--- config.mk ---
export PLATFORM = sky130hd
export DESIGN_NAME = rx_module
export DESIGN_NICKNAME = d
export VERILOG_FILES = /design/src/rtl/rx_module.sv
export SDC_FILE = /design/constraint.sdc
export NUM_CORES = 1
export LEC_CHECK = 0
export CAP_MARGIN = 20
export CORE_UTILIZATION = 57
export DETAILED_ROUTE_END_ITERATION = 10
export PLACE_DENSITY = 0.83
export SLEW_MARGIN = 30
export SYNTH_ARGS = -nofsm -noshare
export SYNTH_HDL_FRONTEND = slang
export SYNTH_SLANG_ARGS = --single-unit
export TNS_END_PERCENT = 30
--- constraint.sdc ---
create_clock -name CLK -period 2.4 [get_ports CLK]
set_input_delay 0.72 -clock CLK [delete_from_list [all_inputs] [get_ports CLK]]
set_output_delay 0.72 -clock CLK [all_outputs]
set_load 0.05 [all_outputs]
--- src/rtl/rx_module.sv ---
// 8N1 UART receiver: synchronized input, mid-bit sampling, one-cycle done/frame-error pulses.
// Leaves IDLE on a falling edge only, and returns right after the stop sample so back-to-back frames are caught.
module rx_module #(
  parameter int BPS_CNT = 434
) (
  input  logic       CLK,
  input  logic       RST_n,
  input  logic       Rx_Pin_In,
  input  logic       Rx_En_Sig,
  output logic [7:0] Rx_Data,
  output logic       Rx_Done_Sig,
  output logic       Frame_Err
);

  localparam logic [15:0] WRAP_PT   = 16'(BPS_CNT - 1);
  localparam logic [15:0] SAMPLE_PT = 16'(BPS_CNT / 2 - 1);

  typedef enum logic [1:0] {IDLE, START, DATA, STOP} state_t;

  state_t      state_q, state_d;
  logic        sync1_q, sync2_q, hist_q;
  logic [15:0] cnt_q, cnt_d;
  logic [2:0]  idx_q, idx_d;
  logic [7:0]  shift_q, shift_d;
  logic [7:0]  data_q, data_d;
  logic        done_q, done_d;
  logic        ferr_q, ferr_d;
  logic        wrap, sample;

  always_ff @(posedge CLK or negedge RST_n) begin
    if (!RST_n) begin
      sync1_q <= 1'b1;
      sync2_q <= 1'b1;
      hist_q  <= 1'b1;
      state_q <= IDLE;
      cnt_q   <= '0;
      idx_q   <= '0;
      shift_q <= '0;
      data_q  <= '0;
      done_q  <= 1'b0;
      ferr_q  <= 1'b0;
    end else begin
      sync1_q <= Rx_Pin_In;
      sync2_q <= sync1_q;
      hist_q  <= sync2_q;
      state_q <= state_d;
      cnt_q   <= cnt_d;
      idx_q   <= idx_d;
      shift_q <= shift_d;
      data_q  <= data_d;
      done_q  <= done_d;
      ferr_q  <= ferr_d;
    end
  end

  assign wrap   = (cnt_q == WRAP_PT);
  assign sample = (cnt_q == SAMPLE_PT);

  always_comb begin
    state_d = state_q;
    cnt_d   = wrap ? 16'd0 : cnt_q + 16'd1;
    idx_d   = idx_q;
    shift_d = shift_q;
    data_d  = data_q;
    done_d  = 1'b0;
    ferr_d  = 1'b0;
    unique case (state_q)
      IDLE: begin
        cnt_d = '0;
        idx_d = '0;
        if (Rx_En_Sig && hist_q && !sync2_q) state_d = START;
      end
      START: begin
        if (!Rx_En_Sig) begin
          state_d = IDLE;
        end else if (sample && sync2_q) begin
          state_d = IDLE;
        end else if (wrap) begin
          state_d = DATA;
          idx_d   = '0;
        end
      end
      DATA: begin
        if (!Rx_En_Sig) begin
          state_d = IDLE;
        end else begin
          if (sample) shift_d = {sync2_q, shift_q[7:1]};
          if (wrap) begin
            if (idx_q == 3'd7) state_d = STOP;
            else               idx_d   = idx_q + 3'd1;
          end
        end
      end
      STOP: begin
        if (!Rx_En_Sig) begin
          state_d = IDLE;
        end else if (sample) begin
          // Leave at the stop sample so a start edge half a bit later is not missed.
          state_d = IDLE;
          if (sync2_q) begin
            data_d = shift_q;
            done_d = 1'b1;
          end else begin
            ferr_d = 1'b1;
          end
        end
      end
      default: state_d = IDLE;
    endcase
  end

  assign Rx_Data     = data_q;
  assign Rx_Done_Sig = done_q;
  assign Frame_Err   = ferr_q;

endmodule
# ---- Word-level counts from Yosys, hierarchy flattened
# Cells that the tools add are included.
# Widths: inputs -> output; s select.
dict set report totals {
  ff_bits 42
  latch_bits 0
  ram_bits 0
  romBits 0
  in_bits 4
  word_cells 66
  memories 0
}
dict set report op_classes {
  addsub 2
  n_mul 0
  n_div 0
  order_cmp 0
  n_eq_ne 17
  shifts 0
  muxes 27
  n_bitwise 0
  reduce_logical 10
}
# cell count
set ops {}
lappend ops {{$mux 16} 2}
lappend ops {{$mux 2} 9}
lappend ops {{$mux 3} 6}
lappend ops {{$add 16x1->16 const B} 1}
lappend ops {{$eq 16x8->1 const B} 1}
lappend ops {{$eq 16x9->1 const B} 1}
lappend ops {{$ne 2x2->1 const B} 7}
lappend ops {{$ne 3x3->1 const B} 3}
lappend ops {{$pmux 3 s3} 1}
lappend ops {{$mux 1} 8}
lappend ops {{$pmux 2 s4} 1}
lappend ops {{$reduce_and 7->1} 1}
lappend ops {{$reduce_and 5->1} 1}
lappend ops {{$eq 2x2->1 const B} 2}
lappend ops {{$ne 4x4->1 const B} 1}
lappend ops {{$reduce_and 4->1} 1}
lappend ops {{$add 3x1->3 const B} 1}
lappend ops {{$eq 3x3->1 const B} 1}
lappend ops {{$logic_and 1x1->1} 3}
lappend ops {{$reduce_and 3->1} 1}
lappend ops {{$reduce_bool 3->1} 1}
lappend ops {{$eq 2x1->1 const B} 1}
lappend ops {{$logic_not 2->1} 1}
lappend ops {{$logic_not 1->1} 1}

# ---- Depth between registers and ports, before layout
# Gate-level depths: netlist of the first run.
dict set report logic_depth {
  word_depth 5
  mapped_depth 7
  depth_no_buf 6
}

# ---- Least setup slack after synthesis of the first run
# Ideal clock, no wire load.
dict set report synth_timing {
  path_type {reg2reg}
  startpoint {register cnt_q[0]}
  endpoint {register data_q[0], in the netlist Rx_Data[0]}
  setup_time_ps 125
  arrival_time_ps 1933
  path_slack_ps 342
  stages_incl_launch_ff 7
  cell_sequence {dfrtp_1 inv_1 ha_1 nor3b_1 nand4_4 nor4_4 mux2_4}
}
dict set report synth_between {
  elab_chain_cells 2
}
# item line
set synth_lines {}
lappend synth_lines {{start, declared} 22} ;# logic [15:0] cnt_q, cnt_d;
lappend synth_lines {{start signal, assigned} 47} ;# cnt_q <= cnt_d;
lappend synth_lines {{$eq 16x8->1} 57} ;# assign sample = (cnt_q == SAMPLE_PT);
lappend synth_lines {{$reduce_and 4->1 (no source line)} n/a}
lappend synth_lines {{end signal, assigned} 50} ;# data_q <= data_d;
lappend synth_lines {{end, declared} 25} ;# logic [7:0] data_q, data_d;
# Every way passes these cells.
# A chain may end at the register's enable or synchronous reset.

# ---- Final worst setup path of the first run
dict set report layout_timing {
  startpoint {register data_q[2], in the netlist Rx_Data[2]}
  endpoint {output Rx_Data[2]}
}
# item line
set layout_lines {}
lappend layout_lines {{end, declared} 10} ;# output logic [7:0] Rx_Data,
# No word-level cell between the ends.

==> results of run 1 <==
## where the power goes
| group | total [W] | internal [W] | switching (W) |
|---|---|---|---|
| logic | 0.000199 | 0.0000716 | 0.000128 |
| clock network | 0.000363 | 0.000114 | 0.000249 |
| registers | 0.000775 | 0.000737 | 0.0000377 |
## final cells by class
type,instances,area (um^2),share of cell area [%]
tap,46,57.6,2.53
inverter,12,45.0,1.98
timing repair buffer,17,168,7.36
multi-input combinational,111,893,39.2
clock inverter,3,21.3,0.934
sequential,42,1050,46.3
clock buffer,5,37.5,1.65
## cells by family (layout without fill, tap and decap cells)
kind of cell             count (synthesis)  in the layout  synth area share [%]
AND/OR/NAND/NOR                         64             64                  20.3
AO/OA/AOI/OAI                           13             13                  4.99
XOR/XNOR                                13             13                  5.68
multiplexers                            16             16                  10.5
buffers and inverters                   15             37                  2.81
flip-flops                              42             42                  52.6
adder cells (fa/ha/maj)                  5              5                  3.12
## Yosys cell counts (all sizes together)
| library cell | number |
|---|---|
| dfstp | 3 |
| and4 | 4 |
| nor4 | 9 |
| a22oi | 1 |
| a31oi | 2 |
| nor2 | 20 |
| nand3 | 6 |
| o2111ai | 1 |
| and4b | 1 |
| o21ba | 1 |
| nor3 | 5 |
| a41oi | 1 |
| dfrtp | 39 |
| inv | 12 |
| a31o | 1 |
| nand2 | 8 |
| xnor2 | 11 |
| mux2 | 16 |
| nand4 | 7 |
| clkbuf | 3 |
| xor2 | 2 |
| and2 | 1 |
| nor2b | 1 |
| o221ai | 3 |
| nor3b | 1 |
| o21ai | 2 |
| and3b | 1 |
| ha | 5 |
| a21boi | 1 |
## placed cells by master (no fill, tap or decap), types with 2 or more instances in the layout
cell | Yosys | routed
a31oi_1 | 2 | 2
and4_1 | 3 | 3
buf_4 | 0 | 3
clkbuf_4 | 0 | 5
clkdlybuf4s50_1 | 0 | 12
dfrtp_1 | 39 | 39
dfstp_2 | 3 | 3
ha_1 | 5 | 5
inv_1 | 12 | 12
mux2_2 | 8 | 8
mux2_4 | 8 | 8
nand2_1 | 8 | 8
nand3_1 | 6 | 6
nand4_1 | 6 | 6
nor2_1 | 20 | 20
nor3_1 | 4 | 4
nor4_1 | 6 | 6
nor4_4 | 3 | 3
o221ai_1 | 3 | 3
xnor2_1 | 11 | 11
xor2_1 | 2 | 2
## sequential cells by signal, summed over array words and instances (netlist names)
name         cells
Frame_Err        1
sync2_q          1
hist_q           1
sync1_q          1
Rx_Done_Sig      1
Rx_Data          8
shift_q          8
idx_q            3
state_q          2
cnt_q           16
## worst paths after layout
path / start / to / depth (start not counted)
max in group asynchronous: RST_n / sync1_q$_DFF_PN1_ / 2
max: Rx_Data[2]$_DFFE_PN0P_ / Rx_Data[2] / 1
max reg2reg: cnt_q[0]$_DFF_PN0_ / shift_q[3]$_DFFE_PN0P_ / 6
min in group asynchronous: RST_n / cnt_q[13]$_DFF_PN0_ / 2
min reg2reg: sync1_q$_DFF_PN1_ / sync2_q$_DFF_PN1_ / 0
min: sync1_q$_DFF_PN1_ / sync2_q$_DFF_PN1_ / 0
## layer usage
metal | track usage, % | share of wire, % | up-vias
met1 | 29.5 | 45 | 665
met5 | 0 | 0 | -
met2 | 34.8 | 49 | 24
li1 | - | - | 643
met3 | 8.61 | 3.7 | 5
met4 | 10.1 | 1.7 | 0
## stage by stage
step / setup slack, ns / instances
after floorplan: 0.342 / 168
after global placement: 0.119 / 228
after detailed placement: 0.0833 / 228
after CTS: 0.101 / 236
after global routing: 0.0519 / 236
final: 0.120 / 236
==> flow_summary.yaml, run 1 <==
setup_path:
  regToRegSetupSlack_ns: 0.25
  worst_path_max_delay_cell: "clkdlybuf4s50_1"
  crit_path_cell_trace: "clkdlybuf4s50_1"
  critPathMaxStageDelay_ns: 0.80
  path_delay_family: "buffers and inverters"
  critPathMaxFanout: 2
  worstSetupStartpointType: "flip-flop"
  path_buf_inv: 1
  arrival_ns: 1.56
  path_class: "reg -> out"
  cp-end-kind: "output pin"
  crit_required_ns: 1.68
yosys:
  synth_top_area_share_pct: 48.7
  avgSynthCellArea_um2: 11.9
  synthCells: 168
  yosys_warnings: 0
  synth-seq-cells: 42
  netlist-cell-type-count: 35
  syn_nets: 177
  synth_top_area_cell: "dfrtp_1"
  netlist_area_um2: 2000
  seq_area_frac_synth_pct: 52.6
  synth_area_leaders: "dfrtp_1 (49%), mux2_4 (6.0%), xnor2_1 (4.8%)"
floorplanning:
  rows: 21
  die_w_um: 61.3
  start_util_pct: 59.6
  die_y_um: 61.3
  die_area_um2: 3760
  io_pins: 14
  core_area_um2: 3360
placement:
  place_area_um2: 2220
  io_buffers: 13
  place_congestion: 0.865
  dp_hpwl_mm: 2.64
clocking:
  clkLatencyLatePin_ns: 0.37
  cts_root_buf: "clkbuf_4"
  cts_buffers: 5
  postCtsSetupBuffers: 0
  ctsResizeCount: 0
  htreeDepth: 2
  cts_buffer_depth: 2
  cts_tree: "built"
  cts_hold_buf: 0
  clkTransAtPathRegs_ns: 0.13
  cts.sinks: 42
sta:
  whs_ns: 0.364
  finalCriticalPeriod_ns: 2.28
  slew_violations: 0
  slew_headroom_pct: 59.4
  fin_crit_sh_pct: 95.0
  hold_viol: 0
  fmaxAchievable_mhz: 439
  max_slew.worst_pin.slew_ns: 0.604
  grt_setup_unrepaired: "false"
  skew_ns: 0.0132
  tns_ns: 0
  setup_viol: 0
drt:
  drtIter0Drc: 80
  viasPerCell: 5.67
  vias: 1337
  drt-pass1-iter-count: 4
  ant_nets: 0
  drt_wl_total_mm: 3.67
  avgRoutedWirePerCell_um: 15.6
  drc: 0
global_route:
  overflow: 0
  grt_pass1_wl_mm: 5.92
  grt_pass1_vias: 1298
  grtUsageTotal_pct: 22.9
  antenna_found_initial: 0
  grt_max_degree: 43
worst_hold_path:
  hold_class: "reg -> reg"
pwr:
  irDropWorstVdd_v: 0.000377
  p_leak_nw: 0.966
  power_density_nw_per_um2: 587
  p_total_w: 0.00134
final_layout:
  antennaDiodeCount: 0
  layout.nets: 198
  post-route-util_pct: 67.7
  drive_above_1_share_pct: 21.1
  area_delta_synth_final_pct: 13.6
  final_cell_area_um2: 2280
  nFillCells: 259
run_status:
  outcome: "finished clean"
flow_run:
  cap_violations: 0
Note: power is estimated with default switching activity, not from simulation.
==> run 2: changes to the inputs <==
--- a/config.mk
+++ b/config.mk
@@ -9,7 +9,6 @@
 export CORE_UTILIZATION = 57
 export DETAILED_ROUTE_END_ITERATION = 10
 export PLACE_DENSITY = 0.83
-export SLEW_MARGIN = 30
 export SYNTH_ARGS = -nofsm -noshare
 export SYNTH_HDL_FRONTEND = slang
 export SYNTH_SLANG_ARGS = --single-unit
==> results of run 2 <==
No change in the layout: final DEF, timing and power equal those of run 1.
